### src/rtl/common_pkg.sv
// Shared cbus transaction types and arbiter state encoding used across the
// memory-side blocks.
package common;

    typedef struct packed {
        logic        valid;
        logic        write;
        logic [31:0] addr;
        logic [31:0] wdata;
    } cbus_req_t;

    typedef struct packed {
        logic        ready;
        logic        last;
        logic [31:0] data;
    } cbus_resp_t;

    typedef enum logic [1:0] {
        IDLE    = 2'd0,
        BUSY    = 2'd1,
        RELEASE = 2'd2
    } arb_state_t;

endpackage

### src/rtl/mmu_arbiter_rr_pick.sv
// Combinational round-robin picker: first valid index after last_grant,
// scanning upward and wrapping. Reusable for any N-way arbiter.
module rr_pick #(
    parameter int N  = 2,
    parameter int GW = $clog2(N)
) (
    input  logic [N-1:0]  valid,
    input  logic [GW-1:0] last_grant,
    output logic [GW-1:0] winner,
    output logic          any
);

    logic [GW-1:0] idx;

    always_comb begin
        // NOTE: every output gets a default before the loop so no path infers a latch.
        winner = '0;
        any    = 1'b0;
        idx    = '0;
        for (int k = 1; k <= N; k++) begin
            idx = GW'((int'(last_grant) + k) % N);
            if (!any && valid[idx]) begin
                winner = idx;
                any    = 1'b1;
            end
        end
    end

endmodule

### src/rtl/mmu_arbiter.sv
// Round-robin owner of the single MMU cbus port: grants one requester per
// transaction, holds it until ready&&last, then idles one release cycle.
module mmu_arbiter
    import common::*;
#(
    parameter int N  = 2,
    parameter int GW = $clog2(N)
) (
    input  logic          clk,
    input  logic          rst,
    input  cbus_req_t     req_in [N],
    output cbus_resp_t    resp_out [N],
    output cbus_req_t     req_out,
    input  cbus_resp_t    resp_in,
    output logic          grant_valid,
    output logic [GW-1:0] grant_id
);

    arb_state_t    state;
    logic [GW-1:0] last_grant;
    logic [N-1:0]  req_valid;
    logic [GW-1:0] pick_winner;
    logic          pick_any;

    always_comb begin
        req_valid = '0;
        for (int i = 0; i < N; i++) req_valid[i] = req_in[i].valid;
    end

    rr_pick #(.N(N), .GW(GW)) u_pick (
        .valid      (req_valid),
        .last_grant (last_grant),
        .winner     (pick_winner),
        .any        (pick_any)
    );

    // Owner's request goes straight through; everyone else sees an all-zero response.
    always_comb begin
        req_out = '0;
        for (int j = 0; j < N; j++) begin
            resp_out[j] = '0;
            if (state == BUSY && grant_id == GW'(j)) begin
                req_out     = req_in[j];
                resp_out[j] = resp_in;
            end
        end
    end

    always_ff @(posedge clk or posedge rst) begin
        // NOTE: non-blocking throughout so each register samples pre-edge values.
        if (rst) begin
            state       <= IDLE;
            last_grant  <= GW'(N - 1);
            grant_valid <= 1'b0;
            grant_id    <= '0;
        end else begin
            case (state)
                IDLE: if (pick_any) begin
                    grant_id    <= pick_winner;
                    grant_valid <= 1'b1;
                    state       <= BUSY;
                end
                BUSY: if (resp_in.ready && resp_in.last) begin
                    last_grant  <= grant_id;
                    grant_valid <= 1'b0;
                    grant_id    <= '0;
                    state       <= RELEASE;
                end
                RELEASE: state <= IDLE;
                default: state <= IDLE;
            endcase
        end
    end

    // The MMU re-reads the owner's request during a walk, so it must stay valid.
    owner_holds_valid: assert property (
        @(posedge clk) disable iff (rst) (state == BUSY) |-> req_valid[grant_id]
    );

endmodule

### config.mk
export PLATFORM = sky130hd
export DESIGN_NAME = mmu_arbiter
export DESIGN_NICKNAME = d
export VERILOG_FILES = /design/src/rtl/common_pkg.sv /design/src/rtl/mmu_arbiter_rr_pick.sv /design/src/rtl/mmu_arbiter.sv
export SDC_FILE = /design/constraint.sdc
export NUM_CORES = 1
export LEC_CHECK = 0
export BUFFER_PORTS_ARGS = -buffer_cell sky130_fd_sc_hd__clkbuf_2
export CORE_AREA = 3 3 115 117
export CTS_CLUSTER_DIAMETER = 30
export CTS_CLUSTER_SIZE = 14
export DETAILED_ROUTE_END_ITERATION = 7
export DIE_AREA = 0 0 118 120
export PLACE_DENSITY = 0.42
export SKIP_LAST_GASP = 1
export SLEW_MARGIN = 15
export SYNTH_ARGS = -nofsm -noshare
export SYNTH_HDL_FRONTEND = slang
export SYNTH_HIERARCHICAL = 1
export SYNTH_SLANG_ARGS = --single-unit
### constraint.sdc
create_clock -name clk -period 2.28 [get_ports clk]
set_clock_uncertainty 0.05 [all_clocks]
set_input_delay 0.342 -clock clk [delete_from_list [all_inputs] [get_ports clk]]
set_output_delay 0.342 -clock clk [all_outputs]
set_load 0.01 [all_outputs]
Yosys cells after proc, flatten, opt, wreduce, memory -nomap -nowiden --
Cells that the tools add are included.
Cells by class: equal/unequal tests 3, multiplexer cells 20, bitwise gates (word level) 1, add/sub/neg operators 2, $lt $le $gt $ge 2, reduce and logical (&&, ||, !) cells 10
Operator list (number):
- 66-bit 2-to-1 mux | 2
- 34-bit 2-to-1 mux | 2
- 1-bit 2-to-1 mux | 11
- 1-bit logical AND | 4
- 1-bit by 2-bit < comparator with 1-bit output, second input constant | 2
- 2-bit 2-to-1 mux | 2
- 1-bit one-hot mux with 2 select lines | 2
- 2-bit one-hot mux with 2 select lines | 1
- 2-bit AND reduction | 2
- 3-bit AND reduction | 1
- 1-bit adder, second input constant | 2
- 2-bit by 1-bit equality test with 1-bit output, second input constant | 1
- 2-bit logical NOT | 1
- 2-bit by 1-bit inequality test with 1-bit output, second input constant | 1
- 2-bit inequality test, second input constant | 1
- 2-bit nonzero test | 1
- 1-bit logical NOT | 1
- 1-bit inverter | 1
Storage, ports and cells: register bits after elaboration 5, bits of input ports 168, output and inout port bits 136, word-level logic and storage cells 42

Logic depth before layout (Yosys ltp) --
Gate-level depths: netlist (run 1).
depth in word-level cells 9, gate-level depth with buffers 4, depth with buffers taken out 3

Modules after synthesis --
The synthesis (run 1) kept the hierarchy.
Modules (own cells, without submodules):
- mmu_arbiter | times used 1, seq. area each 126.4 um^2, cells an instance 174, area each 1440.1 um^2
- rr_pick | times used 1, seq. area each 0.0 um^2, cells an instance 2, area each 13.8 um^2

Least setup slack after synthesis (run 1) --
Ideal clock, no wire load.
path type register -> output, from reg grant_id, to out resp_out[35] (netlist bit), path buffers 2, arrival time 1.125 ns, stages on the path, launching flop included 5, path slack 0.763 ns, data required time 1.888 ns, path through dfrtp_1 nor3b_2 buf_6 clkbuf_2 and2_1
RTL lines:
- from (decl) | line mmu_arbiter.sv:16 | output logic [GW-1:0] grant_id
- from (signal assigned) | line mmu_arbiter.sv:59 | grant_id <= pick_winner;
- to (decl) | line mmu_arbiter.sv:12 | output cbus_resp_t resp_out [N],

==> flow_summary.json, run 1 <==
{
  "rsz0062_at_grt": "false",
  "final_common_cell": "clkbuf_2",
  "grt_pass1_vias": 2400,
  "crit_slowest_cell": "dfrtp_1",
  "synth_warnings": 6,
  "r2r_slack_ps": 1000,
  "crit_fanout": 47,
  "seqCellArea_um2": 126,
  "ios": 304,
  "insertion_delay_ps": 230,
  "synth_edf_count": 0,
  "place_congestion": 0.745,
  "fmaxAchievable_ghz": 0.480,
  "crit_path_end_kind": "output port",
  "power_density_mw_per_mm2": 637,
  "syn-cell-area_mm2": 0.00145,
  "min_path_type": "input pin to flip-flop",
  "drive_above_1_share_pct": 67.4,
  "syn_inst": 176,
  "cts.clk_slew.worst_paths_ps": 30,
  "num_vias": 2518,
  "peakVddDrop_v": 0.000353,
  "hold_viol_final": 0,
  "final_cell_mix": "303 x clkbuf_2, 68 x and2_1, 66 x a22o_1, 4 x dfrtp_1",
  "wl_um": 7880,
  "die_h_um": 120,
  "fin_crit_ps": 2080,
  "critical_path.cell_chain": "and3b_2, buf_4, a22o_1, clkbuf_2",
  "final_area_mm2": 0.00314,
  "start_util_pct": 11.7,
  "required_ps": 1890,
  "fin_crit_sh_pct": 91.3,
  "cap_violations": 0,
  "dieWidth_um": 118,
  "ys_types": 20,
  "synth_nets": 344,
  "clockBufferDepth": 2,
  "io_buffers": 303,
  "synth.avg_cell_area_um2": 8.26,
  "antenna_cells": 0,
  "grt_max_degree": 54,
  "route.detailed.drc": 0,
  "dr.pass1.iters": 4,
  "nFillCells": 1406,
  "drv_slew": 0,
  "routed_via_density": 3.95,
  "setup_viol": 0,
  "setup_tns_ps": 0,
  "place_inst": 633,
  "drt_iter0_drc": 78,
  "ys.flop_type": "dfrtp_1",
  "yosysTopAreaCell": "a22o_1",
  "postCtsSetupBuffers": 0,
  "antenna_found_initial": 0,
  "drtAntennaViolNets": 0,
  "ys_seq_area_share_pct": 8.69,
  "async_flop_share_pct": 100,
  "fin_nets": 635,
  "max_stage_delay_ps": 440,
  "rows": 41,
  "setup.worst_path.start_class": "flip-flop",
  "final_cells": 638,
  "numCtsBuffers": 3,
  "cts_tree": "built",
  "htree_num_levels": 1,
  "synth_top_area_share_pct": 39.8,
  "core_region_area_mm2": 0.0125,
  "wl_per_cell_um": 12.3,
  "crit_arrival_ps": 1690,
  "multi_input_area_mm2": 0.00111,
  "cts.sinks": 5,
  "outcome": "completed",
  "leakage_nw": 1.91,
  "area_delta_synth_final_pct": 116,
  "fp.dieArea_mm2": 0.0142,
  "synth_seq_cells": 5,
  "grt_usage_pct": 10.1,
  "slew_headroom_pct": 72.8,
  "yosys-top-cells-area": "a22o_1 40%, and2_1 29%, buf_6 12%",
  "root_buffer": "clkbuf_16",
  "placed_area_mm2": 0.00305,
  "grt-ovfl-total": 0,
  "grt_pass1_wl_um": 12100,
  "crit_type": "flip-flop to output port",
  "tightest_slew_ps": 409,
  "dp_hpwl_um": 6820
}
[final cells by class]
class | count | area share, %
well taps | 172 | 6.86
repair buffers | 308 | 50.8
flip-flops and latches | 5 | 4.03
inverters | 3 | 0.359
clock buffers | 4 | 2.51
multi-input cells | 146 | 35.5
[sequential cells by signal, indices dropped and copies added, names as in the netlist]
register / flops
grant_id: 1
grant_valid: 1
last_grant: 1
state: 2
[Yosys cell counts (3+ instances only)]
cell type,number
and2_1,68
a22o_1,66
buf_6,16
dfrtp_1,4
buf_2,3
clkbuf_2,3
inv_1,3
[worst paths after layout]
check	end	start	depth (start not counted)
setup reg to reg	last_grant$_DFFE_PP1P_	state[1]$_DFFE_PP0P_	2
setup / recovery	req_out[33]	state[1]$_DFFE_PP0P_	4
max in group asynchronous	last_grant$_DFFE_PP1P_	rst	3
min in group asynchronous	grant_valid$_DFFE_PP0P_	rst	3
hold / removal	state[0]$_DFFE_PP0P_	resp_in[33]	2
hold reg to reg	grant_valid$_DFFE_PP0P_	grant_valid$_DFFE_PP0P_	2
[through the flow]
| step | setup WS, ps | power (mW) | util [%] | hold slack (ps) |
|---|---|---|---|---|
| after CTS | 184 | 2.03 | 25.2 | 303 |
| after global placement | 469 | 1.74 | 24.5 | 184 |
| final | 198 | 2.00 | 25.2 | 313 |
| after global routing | 71.2 | 2.16 | 25.2 | 315 |
| after detailed placement | 425 | 1.73 | 24.5 | 194 |
| after floorplan | 763 | 1.12 | - | 69.8 |
[critical path, delay by kind of cell, from the launching register on]
kind | cells | cell delay, ps
AO/OA/AOI/OAI | 1 | 200
buffers and inverters | 2 | 490
flip-flops | 1 | 440
AND/OR/NAND/NOR | 1 | 300
[repair_timing]
action                    CTS  global route
hold endpoints to repair    4             0
resized for setup           0             0
hold buffers                1             0
[cell families (layout without fill, tap and decap cells)]
group	count (synthesis)	count (layout)	share of synthesized area, %
mux	1	1	0.774
buf+inv	25	315	15.2
flops	5	5	8.69
simple gates	75	75	33.4
compound gates	70	70	41.9
[metal layers]
layer  global-route usage [%]  up-vias  wire length, um
met5                        0        -                0
met4                     1.76        0               64
met2                     18.3      166             4020
met1                     11.9     1115             3010
met3                     3.06        4              783
li1                         -     1233                -
[power by group]
group	internal, mW	leakage, nW	switching (mW)
logic	0.756	1.81	0.815
registers	0.116	0.0583	0.0222
clock network	0.232	0.0382	0.0588
(Power assumes the default switching activity.)
==> inputs of run 2 (changes only) <==
--- a/config.mk
+++ b/config.mk
@@ -6,15 +6,14 @@
 export NUM_CORES = 1
 export LEC_CHECK = 0
 export BUFFER_PORTS_ARGS = -buffer_cell sky130_fd_sc_hd__clkbuf_2
-export CORE_AREA = 3 3 115 117
+export CORE_AREA = 3 3 117 119
 export CTS_CLUSTER_DIAMETER = 30
 export CTS_CLUSTER_SIZE = 14
 export DETAILED_ROUTE_END_ITERATION = 7
-export DIE_AREA = 0 0 118 120
-export PLACE_DENSITY = 0.42
+export DIE_AREA = 0 0 120 122
+export PLACE_DENSITY = 0.41
 export SKIP_LAST_GASP = 1
 export SLEW_MARGIN = 15
 export SYNTH_ARGS = -nofsm -noshare
 export SYNTH_HDL_FRONTEND = slang
-export SYNTH_HIERARCHICAL = 1
 export SYNTH_SLANG_ARGS = --single-unit
==> run 2 against run 1 <==
Worst setup slack got worse by 9.1 ps; via count increased by 0.52%; wire length grew 6.8%; sequential power rose by 4%; clock power hardly changed; critical endpoint is now resp_out[46].
==> flow_summary.json, run 2 <==
{
  "antenna_cells": 0,
  "regMostFlops": "state",
  "grt-ovfl-total": 0,
  "fmaxAchievable_ghz": 0.478,
  "place_congestion": 0.758,
  "power_density_mw_per_mm2": 698,
  "htree_num_levels": 1,
  "crit_type": "flip-flop to output port",
  "leakage_nw": 1.91,
  "cap_violations": 0,
  "min_path_type": "input pin to flip-flop",
  "cts_resized": 0,
  "critical_path.cell_chain": "nor3b_4, buf_12, and2_1, clkbuf_2",
  "setup_viol": 0,
  "peakVddDrop_v": 0.000283,
  "drt_iter0_drc": 29,
  "cts.clk_slew.worst_paths_ps": 30,
  "synth_nets": 344,
  "nFillCells": 1438,
  "setup.worst_path.start_class": "flip-flop",
  "wl_um": 8420,
  "ys_seq_area_share_pct": 8.83,
  "crit_fanout": 100,
  "power_mw": 2.17,
  "syn_inst": 176,
  "dieWidth_um": 120,
  "dr.pass1.iters": 4,
  "max_stage_delay_ps": 440,
  "async_flop_share_pct": 100,
  "pwr-share-clk_pct": 13.4,
  "yosys.area_share.simple_pct": 33.4,
  "largest_reg_flops": 2,
  "crit_slowest_cell": "dfrtp_1",
  "hold_viol_final": 0,
  "utilization_pct": 24.5,
  "clockBufferDepth": 2,
  "drtAntennaViolNets": 0,
  "cpLargestDelayFamily": "buffers and inverters",
  "synth_top_family_by_area": "compound AO/OA/AOI/OAI gates",
  "yosysMostFrequentCell": "and2_1",
  "cts.sinks": 5,
  "yosysTopAreaCell": "a22o_1",
  "synth_fa_ha_area_share_pct": 0,
  "synth_edf_count": 0,
  "root_buffer": "clkbuf_16",
  "core_region_area_mm2": 0.0127,
  "syn-cell-area_mm2": 0.00143,
  "rows": 41,
  "fin_crit_sh_pct": 91.7,
  "insertion_delay_ps": 230,
  "io_buffers": 303,
  "slew_headroom_pct": 73.7,
  "rsz0062_at_grt": "false",
  "die_h_um": 122,
  "netlist_top_cells_count": "68 x and2_1, 66 x a22o_1, 14 x buf_6",
  "synth.avg_cell_area_um2": 8.13,
  "grt_max_degree": 101,
  "num_vias": 2531,
  "muxShareOfSynthArea_pct": 0.787,
  "grt_pass1_vias": 2359,
  "tightest_slew_ps": 394,
  "routed_via_density": 3.97,
  "required_ps": 1890,
  "numCtsBuffers": 3,
  "synth_seq_cells": 5,
  "crit_path_end_kind": "output port",
  "switching_share_pct": 46.0,
  "fin_crit_ps": 2090,
  "wl_per_cell_um": 13.2,
  "final_common_cell": "clkbuf_2",
  "power.switching_mw": 0.996,
  "antenna_found_initial": 0,
  "dp_hpwl_um": 7240,
  "setup_tns_ps": 0,
  "gr-usage-met1_pct": 9.56,
  "synth_compound_area_share_pct": 42.3,
  "postCtsSetupBuffers": 0,
  "grt_util_met2_pct": 21.2,
  "grt_pass1_wl_um": 11800,
  "synth_warnings": 0,
  "grt.busiest_layer": "met2",
  "fp.dieArea_mm2": 0.0146,
  "ys_types": 21,
  "power_frac_comb_pct": 80.0,
  "holdWs_ps": 318,
  "yosys-top-cells-area": "a22o_1 40%, and2_1 30%, buf_6 11%",
  "power.internal_mw": 1.17,
  "grt_usage_pct": 9.79,
  "synth-xor-area-share_pct": 0,
  "ys.flop_type": "dfrtp_1",
  "grtUsageMet3_pct": 2.09,
  "drive_above_1_share_pct": 67.3,
  "outcome": "completed",
  "ios": 304,
  "fin_nets": 634,
  "final_cell_mix": "303 x clkbuf_2, 68 x and2_1, 66 x a22o_1, 4 x dfrtp_1, 3 x clkbuf_16",
  "p_seq_share_pct": 6.6,
  "area_delta_synth_final_pct": 117,
  "cp_num_buf_inv": 2,
  "crit_arrival_ps": 1700,
  "cts_tree": "built",
  "synth_top_area_share_pct": 40.4,
  "route.detailed.drc": 0,
  "drv_slew": 0,
  "start_util_pct": 11.3
}
run 2: what timing repair did:
item / 4_1_cts / 5_1_grt
endpoints found under the setup margin: 0 / 0
hold endpoints to repair: 4 / 0
hold buffers: 1 / 0
run 2: per-stage QoR:
stage	setup slack (ps)	cell area (um^2)	std cells
2_1_floorplan	764	1430	176
5_1_grt	101	3100	637
3_3_place_gp	444	3020	632
3_5_place_dp	397	3020	632
6_report	189	3100	637
4_1_cts	156	3100	637
run 2: routing by layer:
metal	up-vias	share of wire [%]
met4	0	0.29
met1	1134	33
met3	3	9.3
met2	155	57
met5	-	0
li1	1239	-
run 2: cell type report:
class	count	area, um^2	area share (%)
Sequential cell	5	126	4.07
Clock buffer	4	78.8	2.54
Tap cell	172	215	6.93
Inverter	2	7.51	0.242
Multi-Input combinational cell	147	1100	35.5
Timing Repair Buffer	307	1570	50.7
run 2: worst paths after layout:
| check | depth (start not counted) | end | slack (ps) | start |
|---|---|---|---|---|
| max reg2reg | 2 | last_grant$_DFFE_PP1P_ | 1080 | state[1]$_DFFE_PP0P_ |
| min reg2reg | 2 | grant_valid$_DFFE_PP0P_ | 440 | grant_valid$_DFFE_PP0P_ |
| min in group asynchronous | 3 | grant_id$_DFFE_PP0P_ | 490 | rst |
| max in group asynchronous | 3 | last_grant$_DFFE_PP1P_ | 1450 | rst |
| min | 2 | grant_id$_DFFE_PP0P_ | 320 | req_in[131] |
| max | 4 | resp_out[46] | 190 | grant_id$_DFFE_PP0P_ |
run 2: cell families (layout without fill, tap and decap cells):
kind of cell,Yosys count,after routing
and+or+nand+nor,76,76
AOI/OAI and AO/OA,70,70
buffers and inverters,24,313
DFF,5,5
muxes,1,1
run 2: power groups by stage:
stage	logic [mW]	clock network (mW)	registers, mW
final	1.73	0.291	0.143
after global routing	1.89	0.303	0.147
after CTS	1.77	0.294	0.144
after detailed placement	1.76	0	0.145
after global placement	1.76	0	0.142
after floorplan	1.12	0	0.141
run 2: worst register-to-register path, delay by kind of cell (launching register included):
kind             cells  cell delay (ps)
multiplexers         1              340
AND/OR/NAND/NOR      1              310
flip-flops           1              420
==> inputs of run 3 (changes only) <==
--- a/config.mk
+++ b/config.mk
@@ -6,12 +6,14 @@
 export NUM_CORES = 1
 export LEC_CHECK = 0
 export BUFFER_PORTS_ARGS = -buffer_cell sky130_fd_sc_hd__clkbuf_2
+export CAP_MARGIN = 10
 export CORE_AREA = 3 3 117 119
 export CTS_CLUSTER_DIAMETER = 30
 export CTS_CLUSTER_SIZE = 14
 export DETAILED_ROUTE_END_ITERATION = 7
 export DIE_AREA = 0 0 120 122
 export PLACE_DENSITY = 0.41
+export REMOVE_ABC_BUFFERS = 1
 export SKIP_LAST_GASP = 1
 export SLEW_MARGIN = 15
 export SYNTH_ARGS = -nofsm -noshare
==> run 3 against run 2 <==
Cell area grew 0.24%; non-clock buffer count up 1; sequential power about the same; critical path depth unchanged; sequential cell count stayed put; final cell count increased by 0.16%.
==> flow_summary.json, run 3 (synthesis results as in run 2) <==
{
  "grt_util_met2_pct": 18.8,
  "numCtsBuffers": 3,
  "antenna_found_initial": 0,
  "max_stage_delay_ps": 430,
  "peakVddDrop_v": 0.000384,
  "drtAntennaViolNets": 0,
  "placed_area_mm2": 0.00302,
  "dr.pass1.iters": 4,
  "rows": 41,
  "cts_tree": "built",
  "drv_slew": 0,
  "dp_slack_ps": 398,
  "clockBufferDepth": 2,
  "fmaxAchievable_ghz": 0.475,
  "leakage_nw": 1.91,
  "grt.busiest_layer": "met2",
  "outcome": "completed",
  "grt_max_degree": 54,
  "insertion_delay_ps": 230,
  "cp_num_buf_inv": 2,
  "routed_via_density": 3.94,
  "gr-usage-met1_pct": 11.6,
  "postCtsSetupBuffers": 0,
  "crit_path_end_kind": "output port",
  "place_congestion": 0.688,
  "hold_viol_final": 0,
  "core_region_area_mm2": 0.0127,
  "utilization_pct": 24.6,
  "num_vias": 2515,
  "final_cell_mix": "303 x clkbuf_2, 68 x and2_1, 66 x a22o_1, 4 x dfrtp_1, 3 x clkbuf_16",
  "die_h_um": 122,
  "area_delta_synth_final_pct": 117,
  "root_buffer": "clkbuf_16",
  "cts.sinks": 5,
  "io_buffers": 303,
  "grt_pass1_wl_um": 12000,
  "fin_ws_ps": 175,
  "final_common_cell": "clkbuf_2",
  "largest_reg_flops": 2,
  "grt-ovfl-total": 0,
  "fin_crit_ps": 2100,
  "antenna_cells": 0,
  "fin_crit_sh_pct": 92.3,
  "wl_um": 8480,
  "crit_fanout": 48,
  "rsz0062_at_grt": "false",
  "min_path_type": "input pin to flip-flop",
  "grt_pass1_vias": 2359,
  "crit_slowest_cell": "dfrtp_1",
  "cap_violations": 0,
  "power_density_mw_per_mm2": 701,
  "setup_tns_ps": 0,
  "grt_usage_pct": 9.92,
  "dp_hpwl_um": 7450,
  "fin_nets": 635,
  "dieWidth_um": 120,
  "setup_viol": 0,
  "route.detailed.drc": 0,
  "wl_per_cell_um": 13.3,
  "regMostFlops": "state",
  "drt_iter0_drc": 62,
  "start_util_pct": 11.3,
  "slew_headroom_pct": 71.9,
  "drive_above_1_share_pct": 67.4,
  "postCtsHoldBufs": 1,
  "cts.clk_slew.worst_paths_ps": 30,
  "crit_type": "flip-flop to output port",
  "cpLargestDelayFamily": "buffers and inverters",
  "tightest_slew_ps": 421,
  "setup.worst_path.start_class": "flip-flop",
  "cts_resized": 0,
  "grtUsageMet3_pct": 2.23,
  "htree_num_levels": 1,
  "ios": 304,
  "final_area_mm2": 0.00311,
  "fp.dieArea_mm2": 0.0146,
  "critical_path.cell_chain": "and3b_2, buf_4, and2_1, clkbuf_2",
  "crit_arrival_ps": 1710,
  "required_ps": 1890
}
[run 3: cell count changes in the layout (fill, tap and decap cells not counted), sizes merged]
cell,change
buf,+1
[run 3: layer usage]
metal | vias to the layer above | part of all wire, %
li1 | 1234 | -
met1 | 1106 | 36
met2 | 171 | 53
met3 | 4 | 10
met4 | 0 | 0.42
met5 | - | 0
[run 3: layout make-up]
cell class / instances / area, um^2
multi-input combinational: 147 / 1100
clock buffer: 4 / 78.8
fill: 1444 / 9560
timing repair buffer: 308 / 1580
sequential: 5 / 126
tap: 172 / 215
inverter: 2 / 7.51
[run 3: worst reg2reg max path, delay by kind of cell (launching register included)]
family / cells / cell delay (ps)
flip-flops: 1 / 430
AND/OR/NAND/NOR: 1 / 300
multiplexers: 1 / 320
[run 3: power by group]
group	internal, mW	total (mW)	leakage [nW]	switching (mW)
Sequential	0.119	0.144	0.0577	0.0249
Combinational	0.827	1.75	1.81	0.922
Clock	0.231	0.286	0.0382	0.0548
[run 3: worst paths after layout]
kind | slack (ps) | to | from | cells past startpoint
setup / recovery | 180 | resp_out[9] | state[1]$_DFFE_PP0P_ | 4
hold / removal | 310 | grant_id$_DFFE_PP0P_ | req_in[131] | 2
setup reg to reg | 1100 | last_grant$_DFFE_PP1P_ | state[1]$_DFFE_PP0P_ | 2
hold reg to reg | 440 | grant_valid$_DFFE_PP0P_ | grant_valid$_DFFE_PP0P_ | 2
max in group asynchronous | 1450 | last_grant$_DFFE_PP1P_ | rst | 3
min in group asynchronous | 490 | grant_valid$_DFFE_PP0P_ | rst | 3
[run 3: stage by stage]
stage | hold WS (ps) | total power [mW] | std cells
final | 311 | 2.18 | 638
after CTS | 312 | 2.22 | 638
after global routing | 323 | 2.36 | 638
after global placement | 180 | 1.91 | 633
after detailed placement | 184 | 1.92 | 633
after floorplan | 69.8 | 1.09 | 154
